--- config.mk ---
export PLATFORM = sky130hd
export DESIGN_NAME = dbi_decoder
export DESIGN_NICKNAME = d
export VERILOG_FILES = /design/src/rtl/dbi_pkg.sv /design/src/rtl/dbi_skid_buffer.sv /design/src/rtl/dbi_decoder.sv
export SDC_FILE = /design/constraint.sdc
export NUM_CORES = 1
export LEC_CHECK = 0
export CAP_MARGIN = 20
export CORE_MARGIN = 2
export CORE_UTILIZATION = 50
export CTS_CLUSTER_DIAMETER = 60
export DETAILED_ROUTE_END_ITERATION = 10
export PLACE_DENSITY_LB_ADDON = 0.2
export SYNTH_ARGS = -nofsm -noshare
export SYNTH_HDL_FRONTEND = slang
export SYNTH_SLANG_ARGS = --single-unit
--- constraint.sdc ---
create_clock -name clk -period 3.05 [get_ports clk]
set_input_delay 0.305 -clock clk [delete_from_list [all_inputs] [get_ports clk]]
set_output_delay 0.305 -clock clk [all_outputs]
set_load 0.02 [all_outputs]
--- src/rtl/dbi_pkg.sv ---
// dbi_pkg: shared DBI helpers (popcount, DC-rule check, width legality)
package dbi_pkg;
  localparam int MAX_WIDTH = 256;
  function automatic int popcount(input logic [MAX_WIDTH-1:0] word);
    int p = 0;
    for (int i = 0; i < MAX_WIDTH; i++) p += int'(word[i]);
    return p;
  endfunction
  function automatic logic dbi_dc_violation(input logic [MAX_WIDTH-1:0] word, input logic flag, input int width);
    int p = popcount(word);
    return (p > width / 2) || (flag && p == width / 2);
  endfunction
  function automatic bit width_ok(input int width);
    return width >= 2 && width % 2 == 0 && width <= MAX_WIDTH;
  endfunction
endpackage

--- src/rtl/dbi_skid_buffer.sv ---
// dbi_skid_buffer: output register plus one-entry skid, registered in_ready
module dbi_skid_buffer #(
  parameter int WIDTH = 33
) (
  input  logic             clk,
  input  logic             rst_n,
  input  logic [WIDTH-1:0] in_data,
  input  logic             in_valid,
  output logic             in_ready,
  output logic [WIDTH-1:0] out_data,
  output logic             out_valid,
  input  logic             out_ready
);
  logic [WIDTH-1:0] skid_data;
  logic             skid_valid;
  assign in_ready = ~skid_valid;
  // skid drains into the output first; a beat arriving while the output is held parks in skid
  always_ff @(posedge clk or negedge rst_n)
    if (!rst_n) begin
      out_data   <= '0;
      out_valid  <= 1'b0;
      skid_data  <= '0;
      skid_valid <= 1'b0;
    end else if (~out_valid | out_ready) begin
      out_valid  <= skid_valid | in_valid;
      skid_valid <= 1'b0;
      if (skid_valid | in_valid) out_data <= skid_valid ? skid_data : in_data;
    end else if (in_valid & ~skid_valid) begin
      skid_data  <= in_data;
      skid_valid <= 1'b1;
    end
endmodule

--- src/rtl/dbi_decoder.sv ---
// dbi_decoder: DBI receive decoder with DC-rule check, skid-buffered stream and saturating counters
module dbi_decoder
  import dbi_pkg::*;
#(
  parameter int DATA_WIDTH  = 32,
  parameter int COUNT_WIDTH = 16
) (
  input  logic                   clk,
  input  logic                   rst_n,
  input  logic [DATA_WIDTH-1:0]  in_data,
  input  logic                   in_dbi,
  input  logic                   in_valid,
  output logic                   in_ready,
  output logic [DATA_WIDTH-1:0]  out_data,
  output logic                   out_err,
  output logic                   out_valid,
  input  logic                   out_ready,
  input  logic                   clr_counts,
  output logic [COUNT_WIDTH-1:0] inv_count,
  output logic [COUNT_WIDTH-1:0] err_count
);
  if (!width_ok(DATA_WIDTH)) begin : g_bad_width
    $error("dbi_decoder: DATA_WIDTH must be even, >= 2 and <= MAX_WIDTH");
  end
  logic [MAX_WIDTH-1:0] word_ext;
  logic                 err;
  logic                 accept;
  // zero-extend the received word so the shared package helpers can see it
  always_comb begin
    word_ext                   = '0;
    word_ext[DATA_WIDTH-1:0]   = in_data;
  end
  assign err    = dbi_dc_violation(word_ext, in_dbi, DATA_WIDTH);
  assign accept = in_valid & in_ready;
  dbi_skid_buffer #(.WIDTH(DATA_WIDTH + 1)) u_skid (
    .clk      (clk),
    .rst_n    (rst_n),
    .in_data  ({err, in_dbi ? ~in_data : in_data}),
    .in_valid (in_valid),
    .in_ready (in_ready),
    .out_data ({out_err, out_data}),
    .out_valid(out_valid),
    .out_ready(out_ready)
  );
  // saturating statistics on accepted beats; clear wins over a same-cycle increment
  always_ff @(posedge clk or negedge rst_n)
    if (!rst_n) begin
      inv_count <= '0;
      err_count <= '0;
    end else begin
      inv_count <= clr_counts ? '0 : (accept & in_dbi & ~&inv_count) ? inv_count + 1'b1 : inv_count;
      err_count <= clr_counts ? '0 : (accept & err & ~&err_count) ? err_count + 1'b1 : err_count;
    end
endmodule

==> impl_summary.md <==
Outcome
The run finished, with violations left. The checks that failed: setup timing.

Timing
The count of final setup violators is 18. The minimum setup slack in the final design is -2.42 ns. The smallest clock period supported by the final layout is computed as 5.47 ns. The worst pin sits at a relative slew slack of 0.350.

Setup total negative slack on the finished layout was measured at -41.85 ns. The count of pins over their slew limit is 0. Dividing the final minimum period by the clock period gives 1.79. At the pin with the least slew margin, the transition time is 0.971 ns. The largest clock skew in the final design is 0.0123 ns. Setup repair after global routing could not meet its margin everywhere. The final hold violation count is 0. Based on the critical path, the design can be clocked at up to between 0.15 and 0.2 GHz.

Placed design
The number of I/O port buffers is 104. The weighted congestion at the end of routability-driven global placement is 0.827. The HPWL reported at the end of detailed placement is 9670 um. The cell area after placement is 7100 um2.

Prior to clock tree synthesis, the placed netlist has a worst setup slack of -3.22 ns.

Detailed routing
The routed design uses 7020 um of met2 wire. The first routing iteration left 233 violations. The routed wire length per instance is 15.5 um. The detailed router put a total of 5900 um of wire on met1. The amount of wire on met3 after detailed routing is 679 um. The total via count after detailed routing is 4,753.

The highest layer used for signal routing is met4. The mean number of vias per cell is 5.32. The routed design has 13,900 um of wire.

The remaining antenna violation count is 0. The number of iterations in the first detailed-routing pass is 4. The remaining design rule violation count is 0.

Synth
The total nets after synthesis is 674. The synthesized netlist occupies a cell area of 5570 um2. Averaged over all synthesized cells, the footprint is 9.24 um2. The flop and latch count out of synthesis is 100. Synthesis instantiated 42 different standard cells from the library. The cell count after synthesis came out at 603.

The yosys synthesis warning count is 0. For this run, the register share of the synthesized area comes to 0.449.

CTS
The deepest clock path buffer count is 2. Clock-pin slew was measured on the worst setup and hold paths at 0.10 ns. The H-tree was split into 3 levels. The root buffer cell chosen for the clock tree is sky130_fd_sc_hd__clkbuf_8.

The number of sinks driven by the clock tree is 100. The clock tree from TritonCTS is built. The CTS buffer count is 9. At the later pin of the worst-skew pair, clock insertion delay measures 0.38 ns.

Setup path
Walking the worst path, the cells encountered are buf_8, fa_1, inv_2, fa_1, fa_1, fa_1, fa_1, fa_1, inv_2, ha_4, fa_2, xor2_1, or4_4, o311a_4, buf_12, nor2_4, buf_4, o21ai_1, a21oi_1. The critical path class is primary input to flip-flop. The reg-to-reg endpoint is err_count[13]. The register-to-register path setup slack is 0.55 ns. Among all stages on the critical path, the largest delay is contributed by sky130_fd_sc_hd__fa_1.

Data on the critical path is required at its endpoint by 3.34 ns. The number of cells traversed by the worst register-to-register path is 7. The worst setup path is launched from a primary input. The startpoint identified for the worst register-to-register timing path is err_count[3]. The number of buffer and inverter stages on the critical path is 5.

The kind of cell with the highest combined delay along the critical path is adder cells. Data on the critical path arrives at its endpoint at between 5 and 6 ns. On the worst path, the slowest cell contributes a delay of around 0.6 ns.

The most numerous cell type found on the critical path is sky130_fd_sc_hd__fa_1. Along the worst path, the maximum fanout reaches 6. STA classifies the critical path endpoint as a flip-flop.

Worst hold path
The endpoint of the worst hold-timing path is u_skid.skid_data[11]. In this run the most critical hold path is launched from in_data[11]. The worst hold path was traced through 3 stages. The classification of the worst-slack hold path is primary input to flip-flop.

Die
The height of the chip is 110 um. The total core area is 10,800 um2. For this configuration, the core starts out at a cell density of 0.514. The die covers approximately 12,000 um2. The number of ports placed on the die boundary is 105. The number of cell rows is 38. The width of the die is 110 um.

Global routing
The wire length of the first global-routing pass is 22,800 um. The maximum number of pins on one net before global-route repair is 83. The initial antenna violation count came to 0. The total overflow reported by the global router is 0.

In the global route stage, overall resource usage came out at 0.245. The number of global-route vias before repair is around 4,700.

Final layout
In the final layout, the share of cells above drive strength 1 is 0.178. In the final layout, the multi-input gates occupy 2900 um2. Fill cells in the final layout number 885. The sequential cell area is 2500 um2.

The number of diodes added for antenna fixing is 0. Leaving out fill and tap cells, the most frequent cell in the layout is sky130_fd_sc_hd__dfrtp_1. Leaving out fill and tap cells, the most frequent cells in the layout are sky130_fd_sc_hd__dfrtp_1 (99), sky130_fd_sc_hd__clkdlybuf4s50_1 (87), sky130_fd_sc_hd__nor2_1 (83). The final instance area is 7520 um2. The area growth from synthesis to layout is 35.0%. The number of nets in the layout is 820.

Power
After layout, the design draws a total of 6130 uW. For this design the static power due to leakage is 0.00322 uW. IR analysis of the VDD net gives a maximum drop of 0.664 mV. The total power density per cell area is ~810 nW/um2.

Run
Across the run, the number of max-cap violations was 0.
-- where the power goes --
group	internal [uW]	leakage (uW)	total, uW	switching [uW]
logic	1670	0.00186	3450	1780
registers	1540	0.00124	1670	127
clock network	547	0.000120	1010	468
total	3750	0.00322	6130	2380
-- timing repair --
item / CTS / global route
gates cloned: 1 / 0
hold buffers: 0 / 1
pin swaps: 27 / 14
setup endpoints to repair: 18 / 18
setup buffers: 6 / 3
endpoints found under the hold margin: 0 / 33
resized for setup: 79 / 17
-- sequential cells by signal, indices dropped and copies added (netlist names) --
register / count
err_count: 16
inv_count: 16
u_skid.out_data: 33
u_skid.out_valid: 1
u_skid.skid_data: 33
u_skid.skid_valid: 1
-- through the flow --
| step | std cells | hold slack (ns) | utilization |
|---|---|---|---|
| after floorplan | 603 | 0.00941 | - |
| after global placement | 866 | 0.462 | 0.655 |
| after detailed placement | 866 | 0.470 | 0.655 |
| after CTS | 889 | 0.145 | 0.685 |
| after global routing | 894 | 0.292 | 0.694 |
| final | 894 | 0.273 | 0.694 |
-- metal layers --
layer	vias up	GRT usage
li1	2299	-
met3	24	0.0456
met1	2313	0.326
met5	-	0
met4	0	0.0805
met2	117	0.406
-- tightest hold or removal path: stages --
cell and delay [ns]:
sky130_fd_sc_hd__buf_2 0.10, sky130_fd_sc_hd__xnor2_1 0.14, sky130_fd_sc_hd__a21oi_1 0.07
-- worst max path at each step --
stage	start	endpoint	slack, ns	cells after the start
3_5_place_dp	in_data[11]	err_count[3]	-3.22	17
6_report	in_data[19]	err_count[2]	-2.42	19
5_1_grt	in_data[19]	err_count[2]	-2.54	19
4_1_cts	in_data[9]	err_count[0]	-2.50	18
3_3_place_gp	in_data[27]	err_count[10]	-3.13	17
2_1_floorplan	in_data[17]	err_count[7]	-2.35	17
-- layout make-up --
cell class                 count  share of cell area
clock buffer                  10              0.0170
clock inverter                 6              0.0150
inverter                      51              0.0258
multi-input combinational    422               0.385
sequential                   100               0.333
tap                          140              0.0233
timing repair buffer         165               0.201
-- cells in the mapped netlist (all sizes together) --
library cell | instances | area (um2)
and4 | 3 | 26.3
a21oi | 80 | 400
or3 | 11 | 70.1
nand2 | 46 | 173
o31ai | 4 | 30.0
dfrtp | 100 | 2500
inv | 51 | 191
nor2 | 85 | 327
o211a | 1 | 10.0
o21a | 1 | 7.51
mux2i | 2 | 20.0
nand4 | 9 | 56.3
o21ai | 46 | 238
and3 | 4 | 25.0
clkbuf | 21 | 78.8
o311a | 1 | 11.3
nor2b | 6 | 37.5
fa | 24 | 480
a221oi | 1 | 26.3
buf | 10 | 48.8
nor3 | 8 | 40.0
xor2 | 3 | 26.3
nand2b | 3 | 18.8
mux2 | 4 | 45.0
or4 | 4 | 33.8
xnor2 | 43 | 377
nand3 | 12 | 65.1
nor4 | 3 | 18.8
a211o | 1 | 10.0
ha | 9 | 113
o22ai | 1 | 6.26
o211ai | 1 | 7.51
o2111ai | 1 | 26.3
and2 | 2 | 12.5
nor3b | 2 | 15.0
-- logic make-up after synthesis --
| logic type | share of synthesized area |
|---|---|
| buffers and inverters | 0.0572 |
| adders and majority gates | 0.106 |
| xor gates and xnor gates | 0.0723 |
| muxes | 0.0117 |
| DFF | 0.449 |
| AOI/OAI and AO/OA | 0.139 |
| and+or+nand+nor | 0.165 |
Power figures use the tool's default switching activity.
